--- config.mk ---
export PLATFORM = sky130hd
export DESIGN_NAME = launchpad_player
export DESIGN_NICKNAME = d
export VERILOG_FILES = /design/src/rtl/launchpad_player.sv
export SDC_FILE = /design/constraint.sdc
export NUM_CORES = 1
export LEC_CHECK = 0
export ABC_CLOCK_PERIOD_IN_PS = 5100
export BUFFER_PORTS_ARGS = -buffer_cell sky130_fd_sc_hd__buf_2
export CAP_MARGIN = 0
export CELL_PAD_IN_SITES_DETAIL_PLACEMENT = 1
export CELL_PAD_IN_SITES_GLOBAL_PLACEMENT = 1
export CORE_ASPECT_RATIO = 0.7
export CORE_MARGIN = 10
export CORE_UTILIZATION = 47
export DETAILED_ROUTE_END_ITERATION = 7
export PLACE_DENSITY_LB_ADDON = 0.2
export SLEW_MARGIN = 20
export SYNTH_ARGS = -nofsm -noshare
export SYNTH_HDL_FRONTEND = slang
export SYNTH_SLANG_ARGS = --single-unit
--- constraint.sdc ---
create_clock -name CLK -period 5.1 [get_ports CLK]
set_input_delay 0.765 -clock CLK [delete_from_list [all_inputs] [get_ports CLK]]
set_output_delay 0.765 -clock CLK [all_outputs]
set_load 0.01 [all_outputs]
--- src/rtl/launchpad_player.sv ---
// Playback reader for the LaunchPad recorder: fetches 4-bit note codes from the
// shared note memory and replays each one as a square wave on the piezo output.
module launchpad_player #(
    parameter int unsigned STEP_CYCLES = 16,
    parameter int unsigned ADDR_W      = 12
) (
    input  logic              CLK,
    input  logic              RST,
    input  logic              Start,
    input  logic              Stop,
    input  logic [ADDR_W-1:0] Last_addr,
    input  logic [3:0]        Din,
    output logic [ADDR_W-1:0] Accout,
    output logic              CE,
    output logic              RW,
    output logic              Pout,
    output logic [3:0]        Note,
    output logic              Busy
);

    localparam int unsigned STEP_W   = (STEP_CYCLES > 2) ? $clog2(STEP_CYCLES) : 1;
    localparam logic [3:0]  END_CODE = 4'hF;

    typedef enum logic [1:0] {
        S_IDLE  = 2'd0,
        S_FETCH = 2'd1,
        S_WAIT  = 2'd2,
        S_PLAY  = 2'd3
    } state_t;

    state_t              state;
    state_t              state_next;
    logic [ADDR_W-1:0]   addr;
    logic [ADDR_W-1:0]   addr_next;
    logic [ADDR_W-1:0]   last;
    logic [STEP_W-1:0]   step;
    logic [STEP_W-1:0]   step_next;
    logic [3:0]          tone;
    logic [3:0]          tone_next;
    logic [3:0]          half_m1;
    logic                is_rest;
    logic                tone_hit;
    logic                step_done;
    logic                start_ok;
    logic                in_play;
    logic [ADDR_W-1:0]   accout_next;
    logic                ce_next;
    logic                pout_next;
    logic                busy_next;

    // The block never writes the note memory.
    assign RW = 1'b1;

    assign start_ok  = (state == S_IDLE) && Start && !Stop;
    assign step_done = (step == STEP_W'(STEP_CYCLES - 1));

    // State register
    always_ff @(posedge CLK or posedge RST) begin
        if (RST) begin
            state <= S_IDLE;
        end else begin
            state <= state_next;
        end
    end

    // Next-state logic; Stop overrides every other transition
    always_comb begin
        state_next = state;
        if (Stop) begin
            state_next = S_IDLE;
        end else begin
            case (state)
                S_IDLE:  if (Start) state_next = S_FETCH;
                S_FETCH: state_next = S_WAIT;
                S_WAIT:  state_next = (Din == END_CODE) ? S_IDLE : S_PLAY;
                S_PLAY: begin
                    if (step_done) begin
                        state_next = (addr == last) ? S_IDLE : S_FETCH;
                    end
                end
                default: state_next = S_IDLE;
            endcase
        end
    end

    // Output/datapath next values, registered below so every output is a flop
    always_comb begin
        addr_next   = addr;
        step_next   = '0;
        tone_next   = '0;
        pout_next   = 1'b0;
        is_rest     = (Note == 4'd0) || (Note >= 4'd13);
        half_m1     = 4'd13 - Note;
        tone_hit    = (tone == half_m1);
        in_play     = (state == S_PLAY) && (state_next == S_PLAY);

        if (start_ok) begin
            addr_next = '0;
        end else if ((state == S_PLAY) && (state_next == S_FETCH)) begin
            addr_next = addr + ADDR_W'(1);
        end

        // Counters restart on every PLAY entry; tone reloads at the half-period
        if (in_play) begin
            step_next = step + STEP_W'(1);
            tone_next = tone_hit ? 4'd0 : tone + 4'd1;
            if (is_rest) begin
                pout_next = 1'b0;
            end else begin
                pout_next = tone_hit ? ~Pout : Pout;
            end
        end

        ce_next     = (state_next == S_FETCH);
        busy_next   = (state_next != S_IDLE);
        accout_next = (state_next == S_IDLE) ? '0 : addr_next;
    end

    always_ff @(posedge CLK or posedge RST) begin
        if (RST) begin
            addr   <= '0;
            last   <= '0;
            step   <= '0;
            tone   <= '0;
            Accout <= '0;
            CE     <= 1'b0;
            Pout   <= 1'b0;
            Note   <= 4'd0;
            Busy   <= 1'b0;
        end else begin
            addr   <= addr_next;
            step   <= step_next;
            tone   <= tone_next;
            Accout <= accout_next;
            CE     <= ce_next;
            Pout   <= pout_next;
            Busy   <= busy_next;
            if (start_ok) begin
                last <= Last_addr;
            end
            // Memory data is valid during WAIT; the end marker is captured too
            if ((state == S_WAIT) && !Stop) begin
                Note <= Din;
            end
        end
    end

endmodule

## Word level (Yosys, flattened, before mapping)

Index checks and enable logic that the tools add are counted.

- Add/subtract/negate cells: 4
- $lt $le $gt $ge: 1
- Equality and inequality tests: 10
- Mux-type cells: 15
- Bitwise operators: 1
- Reduce and logical (&&, ||, !) cells: 11

Operators by type and width:

| kind | number |
|---|---|
| $mux W12 | 3 |
| $add A12 B1 Y12 const B | 1 |
| $eq A12 B12 Y1 | 1 |
| $mux W4 | 3 |
| $add A4 B1 Y4 const B | 2 |
| $eq A4 B4 Y1 const B | 2 |
| $mux W2 | 4 |
| $pmux W2 S4 | 1 |
| $eq A2 B2 Y1 const B | 3 |
| $logic_and A1 B1 Y1 | 5 |
| $eq A2 B1 Y1 const B | 2 |
| $eq A4 B4 Y1 | 1 |
| $ge A4 B4 Y1 const B | 1 |
| $logic_not A2 Y1 | 2 |
| $logic_not A4 Y1 | 1 |
| $mux W1 | 4 |
| $sub A4 B4 Y4 const A | 1 |
| $ne A3 B3 Y1 const B | 1 |
| $reduce_bool A2 Y1 | 1 |
| $logic_not A1 Y1 | 1 |
| $logic_or A1 B1 Y1 | 1 |
| $not A1 Y1 | 1 |

- Bits in registers: 53
- Input port bits: 20
- Output and inout bits: 20
- Word-level logic and storage cells: 52

## Longest topological paths before layout

Gate-level depths: netlist of the first run.

- Depth in word-level cells: 10
- Mapped depth: 8
- Gate-level depth less buffers: 6

## Worst setup path before layout of the first run

Ideal clock, no wire load.

- Kind: input to register
- From: input Stop
- To: register addr[6]
- Setup time: 0.078 ns
- Arrival: 2.256 ns
- Required time: 5.022 ns
- Setup slack: 2.766 ns
- Stages on the path: 6
- Buffers on the path: 2
- Cell sequence: clkbuf_1 -> or3_1 -> clkbuf_2 -> or3_1 -> or3_1 -> a21oi_1

- Word-level cells in the longest chain between the ends: 5
- Elaborated cells between the ends (all ways): 7
- Those cells by class: eq/ne: 1; mux: 3; reduce/logical: 3

Ends and longest elaborated chain:

| what | RTL line | RTL |
|---|---|---|
| start: declaration | 10 | `input logic Stop,` |
| $mux W2 | 69 | `if (Stop) begin` |
| $eq A2 B1 Y1 | 99 | `end else if ((state == S_PLAY) && (state_next == S_FETCH)) begin` |
| $logic_and A1 B1 Y1 | 99 |  |
| $mux W12 | 99 |  |
| $mux W12 (*) | 97 | `if (start_ok) begin` |
| named net addr_next[6] | 34 | `logic [ADDR_W-1:0] addr_next;` |
| end signal: assignment | 131 | `addr <= addr_next;` |
| end: declaration | 33 | `logic [ADDR_W-1:0] addr;` |

Mark *: on every way through the listed nets, which the timed path passes. The rest lies on a longest branch.
A chain may end at the register's enable or synchronous reset.

## Final worst setup path of the first run

- From: register step[0]
- To: register Accout[8]

- Word-level cells in the longest chain between the ends: 9
- Elaborated cells between the ends (all ways): 10
- Those cells by class: eq/ne: 2; mux: 6; reduce/logical: 2

Ends and longest elaborated chain:

| what | RTL line | RTL |
|---|---|---|
| start: declaration | 36 | `logic [STEP_W-1:0] step;` |
| start signal: assignment | 132 | `step <= step_next;` |
| $eq A4 B4 Y1 (*) | 55 | `assign step_done = (step == STEP_W'(STEP_CYCLES - 1));` |
| $mux W2 (*) | 77 | `if (step_done) begin` |
| $pmux W2 S4 (*) | 72 | `case (state)` |
| $mux W2 (*) | 69 |  |
| $eq A2 B1 Y1 | 99 |  |
| $logic_and A1 B1 Y1 | 99 |  |
| $mux W12 | 99 |  |
| $mux W12 | 97 |  |
| $mux W12 (*) | 116 | `accout_next = (state_next == S_IDLE) ? '0 : addr_next;` |
| named net accout_next[8] | 46 | `logic [ADDR_W-1:0] accout_next;` |
| end signal: assignment | 134 | `Accout <= accout_next;` |
| end: declaration | 13 | `output logic [ADDR_W-1:0] Accout,` |

Marked as above.

==> key figures, run 1 <==
Timing
  • Slew Limit Headroom: 33.2%
  • Setup tns final: 0 ns
  • Unrepaired setup endpoints after global routing: false
  • Fmax: between 0.3 and 0.4 GHz
  • Period utilisation layout: 49.6%
  • Period minus WS final: around 2.5 ns
  • Endpoints failing hold: 0
  • Final Setup Violations: 0
  • Slew Limit Fails: 0
  • Worst-Margin Slew: approximately 1 ns
  • Clk_skew: 0.00986 ns

Detailed routing
  • Wire per inst: around 18 µm
  • Remaining antenna violation count after routing: 0
  • DRC viols: 0
  • Final WL: ~6 mm
  • First-pass iteration count of the detailed router: 4
  • Vias: 1,841
  • Vias per cell: approximately 5.6
  • DRT iter0 DRCs: just over 100

Synthesis
  • Post-synth top area cell: dfrtp_1
  • Top cells by area, synth: dfrtp_1 (54%), mux2_2 (6.9%), xor2_1 (6.1%), a21oi_1 (5.5%), ha_1 (2.6%)
  • Number of synthesized register bits: 53
  • Seq/Total Area, Yosys: ~54%
  • Synth cell types: 34
  • Cells after Synth: about 220
  • Average size of a mapped cell: between 10 and 15 µm²
  • Yosys warning total: 0
  • Post-Syn Area: approximately 2400 µm²
  • Top-area cell type share of the netlist area: 54.4%
  • Synth Net Count: between 200 and 250

Floorplanning
  • Starting density of the core: approximately 50%
  • Full die area: 8520 µm²
  • Die Y: approximately 80 µm
  • Die Width: around 110 µm
  • IO Pins: 40
  • Core Region: 4890 µm²
  • Site Rows: 21

Global route
  • Vias in the first global route: 1,967
  • Initial antenna violation count: 0
  • Total gr overflow: 0
  • Total track usage: roughly 14%
  • First-pass GRT wire length: ~10 mm
  • Largest net degree at the start of global routing: 54

Clock network
  • Clk_lat worst skew: approximately 0.31 ns
  • Clk sinks: 53
  • CTS Buf Count: 5
  • CTS H-tree depth: 2
  • Hold_buf cts: 0
  • CTS resizes: 0
  • Clock Tree Root: clkbuf_8
  • Worst-path clk slew: 0.10 ns
  • CTS tree: yes
  • Clk buf depth: 2
  • Post-CTS setup buffers: 0

Setup path
  • Setup crit start kind: flip-flop
  • Setup slack, reg-to-reg: around 2.6 ns
  • CP Capture Type: flip-flop
  • CP max FO: 17
  • FF-to-FF path depth: 6
  • Arr. time, crit path: between 2 and 3 ns
  • Reg2reg start: step[0]
  • CP Data Required Time: around 5.3 ns
  • Worst reg2reg endpoint: Accout[8]
  • Crit path kind: reg2reg

Power
  • LEAKAGE: 0.00126 µW
  • Pwr dens: between 300 and 400 nW/µm²
  • Peak supply drop: 0.224 mV

Placement
  • HPWL Detailed: ~4.4 mm
  • Placed cell area: approximately 2700 µm²
  • I/O Buffers: 38
  • Gp weighted congestion: ~0.84

Worst hold path
  • Hold Path Origin: step[0]
  • Endpoint, Worst Hold: step[0]
  • HP Class: reg2reg
  • Hold Path Depth: 1

Status
  • Status: finished, final reports clean

Layout
  • Nets: 284
  • Fraction of layout cells with a size suffix above 1: roughly a quarter
  • Final Cell Area: about 2800 µm²
  • Area Overhead vs Synth: 13.8%
  • FF+latch area: 1330 µm²
  • Ant. Diodes: 0
  • FILL cells: 560
  • Footprint of the multi-input gates: about 1100 µm²

Flow run
  • Maxcap violations: 0
## synthesized netlist by cell type
master and instances:
dfrtp_1 53, buf_4 1, ha_1 5, a21oi_1 27, o41ai_1 1, inv_1 3, and3_1 2, nand3b_1 1
nor4_1 6, clkbuf_2 1, mux2_2 15, or4_1 5, nand2_1 8, and4_1 2, a2111oi_0 1, a22o_1 1
nor2_1 13, a31oi_1 1, nor3b_1 2, nand4_1 6, nor3_1 5, nand3_1 7, nand2_2 1, o31ai_1 5
xnor2_1 5, xor2_1 17, clkbuf_1 5, o21bai_1 1, or2_2 2, o21ai_0 8, or3_1 8, nand2b_1 1
buf_2 2, conb_1 1
## logic make-up after synthesis
| group | share of synthesized area (%) |
|---|---|
| xor+xnor | 7.90 |
| simple gates | 15.5 |
| fa+ha+maj | 2.57 |
| other cells | 0.154 |
| compound gates | 10.4 |
| mux | 6.93 |
| flops | 54.4 |
| buf+inv | 2.15 |
## per-layer routing
layer  track usage (%)  wire [µm]  share of wire [%]
met1              19.1       2870                 48
met2              23.0       2710                 46
met3              4.31        314                5.3
met4              3.23         58               0.98
met5                 0          0                  0
## worst max-delay path: stages, from the launching register on
cell	delay, ns
dfrtp_1	0.39
ha_1	0.19
nand3_1	0.25
or3_1	0.62
or3_1	0.47
or3_1	0.36
a21oi_1	0.17
## per-stage QoR
step	worst slack [ns]	cells	util, %	hold slack [ns]	power [µW]
6_report	2.57	329	56.8	0.481	931
5_1_grt	2.41	329	56.8	0.508	982
4_1_cts	2.57	329	56.7	0.487	937
3_5_place_dp	2.53	321	55.0	0.473	700
3_3_place_gp	2.57	321	55.0	0.458	692
2_1_floorplan	2.77	222	-	0.433	635
## placed cells by master (no fill, tap or decap), types with 5 or more instances in the layout
master    count
xnor2_1       5
nor2_1       13
clkbuf_8      5
nand4_1       6
a21oi_1      27
xor2_1       17
nand2_1       8
buf_2        38
dfrtp_1      53
o21ai_0       7
nor4_1        6
or4_1         5
ha_1          5
o31ai_1       5
or3_1         8
nand3_1       7
mux2_2       15
## worst max-delay path by stage
stage	slack, ns	cells after the start	to	from
6_report	2.57	6	Accout[8]	step[0]
5_1_grt	2.41	6	Accout[6]	step[0]
4_1_cts	2.57	6	Accout[8]	step[0]
3_5_place_dp	2.53	5	Accout[8]	Stop
3_3_place_gp	2.57	5	Accout[8]	Stop
2_1_floorplan	2.77	6	addr[6]	Stop
## registers in the layout (all words and copies together), names as in the netlist
signal  count
Accout     12
Busy        1
CE          1
Note        4
Pout        1
addr       12
last       12
state       2
step        4
tone        4
## final cells by class
| class | instances | area share (%) |
|---|---|---|
| timing repair buffer | 39 | 7.13 |
| inverter | 3 | 0.451 |
| tap | 69 | 3.11 |
| clock buffer | 5 | 2.48 |
| sequential | 53 | 47.8 |
| clock inverter | 3 | 0.631 |
| multi-input combinational | 157 | 38.4 |
## where the power goes
part	switching, µW	internal [µW]	total (µW)
Clock	143	95.2	238
Sequential	49.8	463	513
Combinational	92.5	87.8	180
Total	285	646	931
Note: power is estimated with default switching activity, not from simulation.
==> inputs of run 2 (changes only) <==
Settings changed: ABC_AREA set to 1, ABC_CLOCK_PERIOD_IN_PS 5100 to 2300, CORE_UTILIZATION 47 to 38.
Clock period 5.1 ns to 2.3 ns, I/O delays scaled along.
==> run 2 against run 1 <==
Via count increased by 19%; core utilization down 11 points; cell count rose by 41%; worst hold slack worse by 0.27 ns; clock power rose to 3.1 times the previous value; first-iteration DRC count is 15% higher; sequential share of layout area shrank 5.3 points; setup slack got worse by 2.2 ns; combinational power rose to 2.7 times the previous value; critical endpoint is now Accout[11].
==> key figures, run 2 <==
Layout
  • Ant. Diodes: 0
  • Footprint of the multi-input gates: 1150 µm²
  • Biggest regs: Accout (12), addr (12), last (12)
  • Area Overhead vs Synth: 14.7%
  • Most frequent cells in the layout: nand2_1 (99), dfrtp_1 (53), inv_1 (41)
  • Final Cell Area: 3120 µm²
  • Fraction of layout cells with a size suffix above 1: 19.2%
  • FILL cells: between 800 and 900
  • Commonest non-fill, non-tap cell in the layout: nand2_1
  • FF+latch area: about 1300 µm²
  • Cell Count, Final, Fillers Out: around 460
  • Nets: 393

Detailed routing
  • DRC viols: 0
  • Final WL: about 7.1 mm
  • Vias: 2,194
  • Remaining antenna violation count after routing: 0
  • First-pass iteration count of the detailed router: 4
  • DRT iter0 DRCs: 118
  • Wire per inst: 15.2 µm
  • Vias per cell: 4.74

Clock network
  • Post-CTS setup buffers: 0
  • CTS Buf Count: 5
  • CTS resizes: 0
  • Worst-path clk slew: ~0.1 ns
  • Clk_lat worst skew: 0.31 ns
  • Clock Tree Root: clkbuf_8
  • CTS H-tree depth: 2
  • Clk sinks: 53
  • CTS tree: yes
  • Clk buf depth: 2
  • Hold_buf cts: 0

Global route
  • Total track usage: 13.4%
  • Initial antenna violation count: 0
  • First-pass GRT wire length: 12.1 mm
  • Vias in the first global route: between 2k and 2.5k
  • Largest net degree at the start of global routing: 54
  • Total gr overflow: 0

Worst hold path
  • HP Class: in2async

Synthesis
  • Top-count cell post-synth: nand2_1
  • Main flop type after synthesis: dfrtp_1
  • Seq/Total Area, Yosys: just under 50%
  • Number of synthesized register bits: between 50 and 60
  • Yosys warning total: 0
  • Synth Net Count: 353
  • Average size of a mapped cell: roughly 8.3 µm²
  • Top cells by area, synth: dfrtp_1 (49%), nand2_1 (14%), inv_1 (5.8%), nor2_1 (4.1%), xor2_1 (3.9%)
  • Synth cell types: 30
  • Cells after Synth: 328
  • Top-area cell type share of the netlist area: 48.8%
  • Most instantiated cells after synthesis: nand2_1 (99), dfrtp_1 (53), inv_1 (42)
  • EDFF count, synth: 0
  • Post-synth top area cell: dfrtp_1
  • Asr flop ratio synth: 100%
  • Post-Syn Area: 2720 µm²

Setup path
  • CP Data Required Time: 2.54 ns
  • Setup crit start kind: flip-flop
  • CP Capture Type: flip-flop
  • Arr. time, crit path: roughly 2.2 ns
  • CP max FO: 13
  • Crit path kind: reg2reg

Floorplanning
  • Site Rows: 25
  • Core Region: slightly below 7000 µm²
  • Starting density of the core: 39.7%
  • Full die area: 11,000 µm²
  • Die Y: 90.8 µm
  • IO Pins: 40
  • Die Width: between 100 and 150 µm

Placement
  • Gp weighted congestion: about 0.75
  • # placed instances: 455
  • Placed cell area: 2980 µm²
  • I/O Buffers: 38
  • HPWL Detailed: about 5.3 mm

Timing
  • Slew Limit Headroom: 53.9%
  • Slew Limit Fails: 0
  • Endpoints failing hold: 0
  • Setup tns final: 0 ns
  • Final Setup Violations: 0
  • Period minus WS final: ~1.9 ns
  • Clk_skew: 0.0103 ns
  • Period utilisation layout: a little over four fifths
  • Fmax: roughly 0.52 GHz
  • Unrepaired setup endpoints after global routing: false
  • Worst-Margin Slew: 0.692 ns
  • WHS: about 0.21 ns

Power
  • Reg power frac: a little under half
  • Sw Share: 30.3%
  • Peak supply drop: around 0.28 mV
  • Net switching power: 714 µW
  • Clock network fraction of design power: a little under a third
  • Pwr dens: between 700 and 800 nW/µm²
  • Int Power: approximately 1600 µW
  • Combinational share of power: approximately a fifth
  • Power Total: ~2400 µW
  • LEAKAGE: 0.00168 µW

Status
  • Status: finished, final reports clean

Flow run
  • Maxcap violations: 0
[run 2: cell count changes after synthesis, sizes merged, moves of 8 or more]
| cell | change |
|---|---|
| a21oi | -23 |
| inv | +42 |
| mux2 | -15 |
| nand2 | +95 |
| nand4 | +8 |
| nor2 | +25 |
| or3 | -8 |
[run 2: cell type report]
cell class | instances | area share (%)
timing repair buffer | 42 | 7.07
tap | 94 | 3.77
inverter | 45 | 5.42
sequential | 53 | 42.6
multi-input combinational | 221 | 36.9
clock inverter | 3 | 2.09
clock buffer | 5 | 2.21
[run 2: worst max-delay path, stage by stage (launching register included)]
cell and delay [ns]:
dfrtp_1 0.41, inv_1 0.16, nand2_1 0.08, nand2_1 0.07, nor2_1 0.05, nand2_1 0.10, nor2_2 0.05, nand2_1 0.06
nand2_2 0.08, a21oi_4 0.35, nand4_1 0.18, nand2_1 0.10, nand2_1 0.07, nor2_1 0.10
[run 2: logic make-up (layout without fill, tap and decap cells)]
family                     Yosys count  count (layout)  share of synthesized area [%]
DFF                                 53              53                           48.8
adders and majority gates            5               5                           2.30
buffers and inverters               54              95                           8.89
AOI/OAI and AO/OA                   19              19                           4.19
other                                1               1                          0.138
and+or+nand+nor                    174             174                           28.6
xor gates and xnor gates            22              22                           7.09
[run 2: power groups by stage]
| stage | Sequential, µW | Combinational (µW) | Clock, µW |
|---|---|---|---|
| 2_1_floorplan | 1120 | 333 | 0 |
| 3_5_place_dp | 1130 | 501 | 0 |
| 6_report | 1120 | 493 | 747 |
| 5_1_grt | 1130 | 555 | 812 |
| 4_1_cts | 1120 | 504 | 765 |
| 3_3_place_gp | 1130 | 475 | 0 |
[run 2: path summary, 6_finish.rpt]
kind / end / cells past startpoint / slack [ns] / start
min in group CLK: last[0] / 3 / 0.22 / Last_addr[0]
worst min-delay path: tone[0] / 3 / 0.21 / RST
worst max register to register: Accout[11] / 13 / 0.37 / addr[9]
worst max-delay path: Accout[11] / 13 / 0.37 / addr[9]
max in group asynchronous: last[3] / 3 / 1.63 / RST
worst min register to register: step[0] / 1 / 0.47 / step[0]
[run 2: through the flow]
step                      setup WS, ns  util [%]
after global placement           0.483      43.5
after detailed placement         0.423      43.5
after floorplan                  0.669         -
after global routing             0.194      45.5
after CTS                        0.395      45.5
final                            0.372      45.5
[run 2: layer usage]
metal  global-route usage, %  routed length [µm]  up-vias
li1                        -                   -     1092
met3                    3.62                 324        7
met1                    18.6                3640     1054
met2                    20.3                3040       41
met5                       0                   0        -
met4                    2.71                  57        0
==> inputs of run 3 (changes only) <==
Settings changed: ABC_CLOCK_PERIOD_IN_PS 2300 to 2000, CORE_UTILIZATION 38 to 42.
Clock period 2.3 ns to 2 ns, I/O delays scaled along.
==> run 3 against run 2 <==
Clock power is 19% lower; setup slack worse by 0.18 ns; worst hold slack worse by 0.19 ns; global-route usage is 0.53 points higher; routed wire length is 5.3% lower; design area is 0.16% lower; core utilization is 4.3 points higher; critical endpoint is now Accout[4]; highest routed layer unchanged.
==> key figures, run 3 (synthesized netlist as in run 2, its figures left out) <==
Layout
  • Area Overhead vs Synth: 14.5%
  • Cell Count, Final, Fillers Out: about 450
  • Commonest non-fill, non-tap cell in the layout: nand2_1
  • Fin util: between 40 and 50%
  • Biggest regs: Accout (12), addr (12), last (12)
  • Nets: a little under 400
  • Most frequent cells in the layout: nand2_1 (99), dfrtp_1 (52), inv_1 (39)
  • Ant. Diodes: 0
  • Fraction of layout cells with a size suffix above 1: 21.1%

Global route
  • Met2 Usage GRT: 20.7%
  • First-pass GRT wire length: between 10 and 15 mm
  • Initial antenna violation count: 0
  • Met3 usage: around 3.5%
  • Largest net degree at the start of global routing: 54
  • Total track usage: between 10 and 15%
  • Met1 usage: a little under 20%
  • Gr busiest metal: met2
  • Vias in the first global route: between 2k and 2.5k
  • Total gr overflow: 0

Floorplanning
  • IO Pins: 40
  • Site Rows: 24
  • Die Y: around 87 µm
  • Starting density of the core: between 40 and 50%
  • Core Region: 6250 µm²
  • Full die area: approximately 10,000 µm²
  • Die Width: about 120 µm

Detailed routing
  • Vias per cell: just under 5
  • First-pass iteration count of the detailed router: 4
  • Vias: about 2.2k
  • Wire per inst: about 15 µm
  • Final WL: around 6.7 mm
  • Remaining antenna violation count after routing: 0
  • DRT iter0 DRCs: approximately 80
  • DRC viols: 0

Timing
  • Worst-Margin Slew: 0.542 ns
  • Endpoints failing hold: 0
  • WHS: 0.0190 ns
  • Slew Limit Fails: 0
  • Period minus WS final: between 1.5 and 2 ns
  • Final Setup Violations: 0
  • Clk_skew: roughly 0.0089 ns
  • Fmax: 0.554 GHz
  • Slew Limit Headroom: between 60% and 70%
  • Unrepaired setup endpoints after global routing: true
  • Period utilisation layout: approximately 90%

Status
  • Status: finished, final reports clean

Worst hold path
  • HP Class: in2async

Clock network
  • Worst-path clk slew: roughly 0.1 ns
  • CTS tree: yes
  • CTS H-tree depth: 2
  • Clk buf depth: 2
  • Clock Tree Root: clkbuf_8
  • Clk sinks: 53
  • Clk_lat worst skew: ~0.32 ns
  • CTS Buf Count: 5

Setup path
  • CP Capture Type: flip-flop
  • Slowest stage delay, CP: ~0.38 ns
  • Setup crit start kind: flip-flop
  • Arr. time, crit path: between 2 and 2.5 ns
  • CP max-delay cell: dfrtp_1
  • Setup slack, reg-to-reg: around 0.20 ns
  • FF-to-FF path depth: 12
  • CP max FO: 11
  • CP Data Required Time: between 2 and 2.5 ns
  • Worst reg2reg endpoint: Accout[4]
  • Worst Setup SP: step[0]
  • Crit path kind: reg2reg
  • CP Cell Sequence: ha_1, nand3_1, a21oi_1, nand2_1, nor2_1, nand2_1, nand2_2, a21oi_4, buf_12, nor2_4, buf_4, nor2_1
  • Reg2reg start: step[0]
  • End of the critical path: Accout[4]

Placement
  • I/O Buffers: 38
  • Gp weighted congestion: 0.791
  • # placed instances: 443
  • HPWL Detailed: just over 5 mm

Power
  • Power Total: around 2500 µW
  • Peak supply drop: 0.339 mV
  • Pwr dens: 791 nW/µm²
  • LEAKAGE: roughly 0.0017 µW

Flow run
  • Maxcap violations: 0
-- run 3: cell types whose count changed in the layout (fill, tap and decap cells not counted), sizes merged --
cell    change
clkbuf      +1
clkinv      +1
buf         +5
bufinv      -2
-- run 3: metal layers --
| layer | share of wire (%) | routed length [µm] |
|---|---|---|
| met4 | 1.3 | 86 |
| met3 | 4.3 | 284 |
| met2 | 43 | 2890 |
| met1 | 51 | 3420 |
| met5 | 0 | 0 |
-- run 3: worst min-delay path by stage --
stage,from,endpoint,slack (ns)
3_5_place_dp,RST,addr[6],0.38
6_report,RST,addr[10],0.02
2_1_floorplan,Last_addr[0],last[0],0.41
3_3_place_gp,RST,Busy,0.37
4_1_cts,RST,Accout[9],0.02
5_1_grt,RST,tone[2],0.05
-- run 3: layout make-up --
class / count / area (µm²)
multi-input cells: 221 / 1150
clock buffers: 6 / 72.6
inverters: 45 / 169
repair buffers: 47 / 283
flip-flops and latches: 53 / 1330
well taps: 78 / 97.6
fillers: 782 / 3130
clock inverters: 2 / 10.0
-- run 3: repair_timing --
item / 4_1_cts / 5_1_grt
hold buffers: 0 / 0
buffers inserted: 0 / 1
gates resized for setup: 0 / 4
endpoints found under the setup margin: 0 / 7
-- run 3: stage by stage --
step           worst slack (ns)  instance area [µm²]  setup TNS, ns
3_3_place_gp              0.219                 3010              0
4_1_cts                  0.0954                 3090              0
5_1_grt                -0.00629                 3110        -0.0119
2_1_floorplan             0.388                 2720              0
6_report                  0.195                 3110              0
3_5_place_dp              0.124                 3010              0
-- run 3: power breakdown --
part | switching [µW] | total [µW] | internal [µW]
logic | 340 | 575 | 235
clock network | 362 | 606 | 244
registers | 101 | 1280 | 1180
-- run 3: worst max-delay path, delay by kind of cell, from the launching register on --
family | cells | cell delay (ns)
AOI/OAI and AO/OA | 2 | 0.20
adders and majority gates | 1 | 0.19
buffers and inverters | 2 | 0.34
DFF | 1 | 0.38
and+or+nand+nor | 7 | 0.58
